File: src/rtl/dcache_pkg.sv
// dcache_pkg: shared definitions for the direct-mapped data cache controller.
//   - default address/data widths, line count, index and tag widths
//   - controller state enumeration (explicit, legacy-compatible encodings)
//   - saturating 8-bit increment used by the hit/miss counters
package dcache_pkg;

  localparam int ADDR_W_DEFAULT = 8;
  localparam int DATA_W_DEFAULT = 8;
  localparam int LINES          = 4;
  localparam int INDEX_W        = 2;
  localparam int TAG_W          = ADDR_W_DEFAULT - INDEX_W;

  typedef enum logic [2:0] {
    IDLE      = 3'd0,
    MISS_RD   = 3'd1,
    MISS_WAIT = 3'd2,
    WR_THRU   = 3'd3,
    RESP      = 3'd4
  } state_t;

  function automatic logic [7:0] sat_inc(input logic [7:0] v);
    return (v == 8'hFF) ? v : v + 8'd1;
  endfunction

endpackage

File: src/rtl/dcache_line_store.sv
// dcache_line_store: valid/tag/data storage for the 4-line direct-mapped cache.
//   clk, clr        : clock; synchronous clear of all valid bits (priority over write)
//   wr_en, wr_idx,
//   wr_tag, wr_data : single write port; a write marks the line valid
//   rd_idx          : combinational read index
//   rd_valid, rd_tag,
//   rd_data         : combinational read port
// Tags and data are not reset; only the valid bits are.
module dcache_line_store
  import dcache_pkg::*;
#(
  parameter int TAG_BITS = TAG_W,
  parameter int DATA_W   = DATA_W_DEFAULT
) (
  input  logic                clk,
  input  logic                clr,
  input  logic                wr_en,
  input  logic [INDEX_W-1:0]  wr_idx,
  input  logic [TAG_BITS-1:0] wr_tag,
  input  logic [DATA_W-1:0]   wr_data,
  input  logic [INDEX_W-1:0]  rd_idx,
  output logic                rd_valid,
  output logic [TAG_BITS-1:0] rd_tag,
  output logic [DATA_W-1:0]   rd_data
);

  logic [LINES-1:0]    valid;
  logic [TAG_BITS-1:0] tag_mem  [LINES];
  logic [DATA_W-1:0]   data_mem [LINES];

  always_ff @(posedge clk) begin
    if (clr) begin
      valid <= '0;
    end else if (wr_en) begin
      valid[wr_idx] <= 1'b1;
    end
  end

  always_ff @(posedge clk) begin
    if (wr_en) begin
      tag_mem[wr_idx]  <= wr_tag;
      data_mem[wr_idx] <= wr_data;
    end
  end

  always_comb begin
    rd_valid = valid[rd_idx];
    rd_tag   = tag_mem[rd_idx];
    rd_data  = data_mem[rd_idx];
  end

endmodule

File: src/rtl/dcache_controller.sv
// dcache_controller: 4-line direct-mapped, write-through/no-allocate data cache.
//   clk, clr          : clock, synchronous active-high reset
//   req, we, addr,
//   wdata             : CPU request (held until ready), write flag, address, data
//   inv               : invalidate all lines at this edge
//   rdata, ready      : read data (valid while ready), one-cycle completion pulse
//   ram_addr, ram_ce,
//   ram_rw, ram_wdata : D_RAM request, decoded from state only
//   ram_rdata         : D_RAM read data, valid the cycle after a read ce
//   hit_cnt, miss_cnt : saturating read hit/miss counters
module dcache_controller
  import dcache_pkg::*;
#(
  parameter int ADDR_W = ADDR_W_DEFAULT,
  parameter int DATA_W = DATA_W_DEFAULT
) (
  input  logic              clk,
  input  logic              clr,
  input  logic              req,
  input  logic              we,
  input  logic [ADDR_W-1:0] addr,
  input  logic [DATA_W-1:0] wdata,
  input  logic              inv,
  output logic [DATA_W-1:0] rdata,
  output logic              ready,
  output logic [ADDR_W-1:0] ram_addr,
  output logic              ram_ce,
  output logic              ram_rw,
  output logic [DATA_W-1:0] ram_wdata,
  input  logic [DATA_W-1:0] ram_rdata,
  output logic [7:0]        hit_cnt,
  output logic [7:0]        miss_cnt
);

  localparam int TAG_BITS = ADDR_W - INDEX_W;

  state_t            state;
  logic [ADDR_W-1:0] addr_q;
  logic [DATA_W-1:0] wdata_q;

  logic [ADDR_W-1:0]   look_addr;
  logic                line_valid;
  logic [TAG_BITS-1:0] line_tag;
  logic [DATA_W-1:0]   line_data;
  logic                hit;
  logic                st_we;
  logic [DATA_W-1:0]   st_wdata;

  // In IDLE the lookup uses the incoming address so a read hit can answer
  // with latency 1; in every other state it uses the latched address.
  assign look_addr = (state == IDLE) ? addr : addr_q;
  assign hit       = line_valid && (line_tag == look_addr[ADDR_W-1:INDEX_W]);

  // Fill on MISS_WAIT->RESP, update only on a write hit at WR_THRU->RESP.
  // A coincident inv still clears the valid bit inside the store.
  assign st_we    = !clr && ((state == MISS_WAIT) || (state == WR_THRU && hit));
  assign st_wdata = (state == MISS_WAIT) ? ram_rdata : wdata_q;

  dcache_line_store #(
    .TAG_BITS (TAG_BITS),
    .DATA_W   (DATA_W)
  ) u_store (
    .clk      (clk),
    .clr      (clr || inv),
    .wr_en    (st_we),
    .wr_idx   (addr_q[INDEX_W-1:0]),
    .wr_tag   (addr_q[ADDR_W-1:INDEX_W]),
    .wr_data  (st_wdata),
    .rd_idx   (look_addr[INDEX_W-1:0]),
    .rd_valid (line_valid),
    .rd_tag   (line_tag),
    .rd_data  (line_data)
  );

  always_ff @(posedge clk) begin
    if (clr) begin
      state    <= IDLE;
      addr_q   <= '0;
      wdata_q  <= '0;
      rdata    <= '0;
      hit_cnt  <= '0;
      miss_cnt <= '0;
    end else begin
      case (state)
        IDLE: begin
          if (req) begin
            addr_q  <= addr;
            wdata_q <= wdata;
            if (we) begin
              state <= WR_THRU;
            end else if (hit) begin
              state   <= RESP;
              rdata   <= line_data;
              hit_cnt <= sat_inc(hit_cnt);
            end else begin
              state    <= MISS_RD;
              miss_cnt <= sat_inc(miss_cnt);
            end
          end
        end
        MISS_RD:   state <= MISS_WAIT;
        MISS_WAIT: begin
          rdata <= ram_rdata;
          state <= RESP;
        end
        WR_THRU:   state <= RESP;
        RESP:      state <= IDLE;
        default:   state <= IDLE;
      endcase
    end
  end

  always_comb begin
    ready     = (state == RESP);
    ram_ce    = (state == MISS_RD) || (state == WR_THRU);
    ram_rw    = (state != WR_THRU);
    ram_addr  = addr_q;
    ram_wdata = wdata_q;
  end

endmodule

File: config.mk
export PLATFORM = sky130hd
export DESIGN_NAME = dcache_controller
export DESIGN_NICKNAME = d
export VERILOG_FILES = /design/src/rtl/dcache_pkg.sv /design/src/rtl/dcache_line_store.sv /design/src/rtl/dcache_controller.sv
export SDC_FILE = /design/constraint.sdc
export NUM_CORES = 1
export LEC_CHECK = 0
export ABC_AREA = 0
export CAP_MARGIN = 10
export CORE_ASPECT_RATIO = 1.25
export CORE_MARGIN = 4
export CORE_UTILIZATION = 30
export DETAILED_ROUTE_END_ITERATION = 10
export SLEW_MARGIN = 20
export SYNTH_ARGS = -nofsm -noshare
export SYNTH_HDL_FRONTEND = slang
export SYNTH_SLANG_ARGS = --single-unit
File: constraint.sdc
create_clock -name clk -period 8.4 [get_ports clk]
set_input_delay 1.68 -clock clk [delete_from_list [all_inputs] [get_ports clk]]
set_output_delay 1.68 -clock clk [all_outputs]
set_load 0.01 [all_outputs]
==> flow_summary_export.csv <==
group,metric,value,unit
power,ir_worst_vdd,73.3,uV
routing,firstDrtPassIters,4,
routing,viasPerCell,4.85,
status,outcome,"finished, final reports clean",
critical_path,r2r-start,"state[2]",
power,leakage,2.08,nW
grt,grt_remaining_overflow,0,
synthesis,yosysUniqueCellTypes,49,
hold_path,min_path_type,"flop to flop",
placement,place_hpwl,7.90,mm
cts,clock_insertion_delay_worst_skew,0.35,ns
floorplan,start_util,30.5,%
synthesis,syn-num-nets,447,
grt,grtUsageTotal,13.3,%
synthesis,synth_top_cell_by_area,"edfxtp_1",
floorplan,die_w,120,um
cells_and_area,fin_util,38.3,%
critical_path,cp_max_fo,12,
cts,ctsHoldBuffers,0,
critical_path,crit_required,8.45,ns
cts,ctsResizeCount,0,
grt,grt_max_degree,56,
cts,clockRootBuffer,"clkbuf_16",
placement,place_ws,3.03,ns
power,power_density,192,mW/mm2
synthesis,synth_ff_type,"edfxtp_1",
cts,numCtsBuffers,9,
cells_and_area,area_growth,25.7,%
routing,routedWlPerCell,16.6,um
synthesis,ys_warn_count,0,
cells_and_area,drive_above_1_share,11.4,%
critical_path,cp_cell_sequence,"clkdlybuf4s50_1, or4b_4, and2_4, o211ai_1, o211ai_1, and4b_1, a21boi_1, nor4b_2, buf_4",
sta,finalSetupTns,0,ns
sta,fin_crit,4.99,ns
floorplan,coreArea,0.0155,mm2
sta,worst_pin_slew,0.886,ns
critical_path,cp_slowest_cell,"clkdlybuf4s50_1",
sta,fin_crit_sh,59.4,%
critical_path,crit_top_cell,"o211ai_1",
critical_path,worst-setup-path-type,"primary input to flop",
cells_and_area,final_cell_area,0.00594,mm2
sta,slew_headroom,40.9,%
floorplan,rows,51,
placement,placed_area,0.00563,mm2
power,p_switching,286,uW
sta,worst_slack,3.41,ns
sta,finalMaxSlewViolations,0,
power,finalPower,1.14,mW
power,comb_power_share,12.9,%
synthesis,synth.avg_cell_area,11.4,um2
grt,grt_pass1_wl,18.4,mm
synthesis,async_flop_share,0,%
grt,grt_pass1_vias,3442,
floorplan,dieArea,0.0178,mm2
floorplan,die_y,148,um
sta,fin_skew,0.00728,ns
synthesis,yosys-top-cells-area,"edfxtp_1 36%, dfxtp_1 20%, mux4_2 6.7%, nand2_1 6.1%, a21oi_1 4.1%",
sta,fmax,0.200,GHz
grt,antenna_found_initial,0,
cells_and_area,fin_nets,510,
power,clkPwrFrac,37.6,%
power,p_int,853,uW
cts,cts.sinks,103,
cts,clk_path_buf_depth,2,
sta,finalSetupViolCount,0,
synthesis,seq_area_frac_synth,55.5,%
synthesis,synth-edff-count,56,
placement,globalplace.congestion,0.839,
power,p_sw_share,25.1,%
floorplan,ios,72,
synthesis,synthCells,416,
placement,io_buffers,71,
cts,path_clk_slew,0.07,ns
sta,rsz0062_at_grt,"no",
cts,postCtsSetupBuffers,0,
power,p_seq_share,49.5,%
synthesis,ys_top_cells_by_count,"77 x nand2_1, 56 x edfxtp_1, 47 x dfxtp_1",
job,drv_cap,0,
cts,cts_tree,"done",
cts,htreeDepth,3,
synthesis,synthesis.area,0.00473,mm2
critical_path,worstPathArrival,5.04,ns
routing,vias,3374,
critical_path,worstSetupStartpointType,"primary input",
routing,first_iter_violations,216,
synthesis,synth_top_area_share,35.6,%
routing,drc,0,
hold_path,min_from,"u_store.valid[1]",
routing,drt_wl_total,11.6,mm
synthesis,yosysMostFrequentCell,"nand2_1",
synthesis,ys_seq_elements,103,
sta,hold_violations,0,
routing,ant_nets,0,
cells_and_area,num_antenna_cells,0,
critical_path,endpoint_kind,"flop",
critical_path,slowest_delay,0.79,ns
critical_path,crit_path_start,"addr[0]",
-- registers in the layout (all words and copies together), names as in the netlist --
register          count
state                 3
u_store.tag_mem      24
miss_cnt              8
hit_cnt               8
u_store.data_mem     32
rdata                 8
ram_addr              8
u_store.valid         4
ram_wdata             8
-- per-layer routing --
| layer | vias to the layer above | GRT usage [%] | share of wire (%) |
|---|---|---|---|
| met5 | - | 0 | 0 |
| met4 | 0 | 5.39 | 1.9 |
| met3 | 16 | 3.20 | 4.8 |
| met2 | 85 | 22.5 | 50 |
| met1 | 1639 | 16.4 | 43 |
| li1 | 1634 | - | - |
-- power by group through the flow --
stage	Combinational, mW	Clock [mW]	Sequential (mW)
3_3_place_gp	0.148	0	0.575
3_5_place_dp	0.149	0	0.576
6_report	0.147	0.428	0.564
2_1_floorplan	0.0968	0	0.570
5_1_grt	0.163	0.463	0.566
4_1_cts	0.150	0.442	0.564
-- critical path: cells and delay by family --
kind | cells | cell delay (ns)
buffers and inverters | 2 | 1.10
AND/OR/NAND/NOR | 4 | 1.69
AO/OA/AOI/OAI | 3 | 0.55
-- kinds of logic (layout without fill, tap and decap cells) --
logic type	count (synthesis)	count (layout)	share of synthesized area (%)
flip-flops	103	103	55.5
AND/OR/NAND/NOR	152	152	15.6
buffers and inverters	33	101	3.34
XOR/XNOR	14	14	2.75
AO/OA/AOI/OAI	68	68	8.87
multiplexers	44	44	13.4
adder cells (fa/ha/maj)	2	2	0.529
-- layout by cell type, fill, tap and decap left out, types with 4 or more instances in the layout --
cell type / netlist / routed
nor2_1: 16 / 16
nand3_1: 13 / 13
inv_1: 9 / 9
nand2_1: 77 / 77
xnor2_1: 6 / 6
mux4_2: 14 / 14
and3_1: 7 / 7
clkdlybuf4s50_1: 0 / 70
o21ai_0: 5 / 5
clkbuf_16: 0 / 9
mux2i_1: 19 / 19
o21a_1: 4 / 4
a21oi_1: 39 / 39
xor2_1: 7 / 7
nor2b_1: 10 / 10
or3_1: 6 / 6
dfxtp_1: 47 / 47
buf_4: 1 / 5
mux2_1: 4 / 4
mux2_2: 6 / 6
edfxtp_1: 56 / 56
-- through the flow --
stage / hold slack (ns) / cells
after detailed placement: 0.454 / 680
after CTS: 0.480 / 696
after global routing: 0.499 / 696
after floorplan: 0.440 / 416
final: 0.478 / 696
after global placement: 0.454 / 680
-- area by class of cell --
type | count | area, um2
inverter | 9 | 33.8
multi-input combinational | 280 | 1970
timing repair buffer | 76 | 743
sequential | 103 | 2620
clock buffer | 9 | 225
clock inverter | 7 | 80.1
fill | 1513 | 9570
tap | 212 | 265
-- worst paths after layout --
kind	to	slack, ns	depth (start not counted)
worst max-delay path	u_store.tag_mem[2][4]	3.41	9
worst min-delay path	u_store.valid[1]	0.48	1
worst max register to register	u_store.tag_mem[2][4]	4.76	8
worst min register to register	u_store.valid[1]	0.48	1
Power figures use the tool's default switching activity.
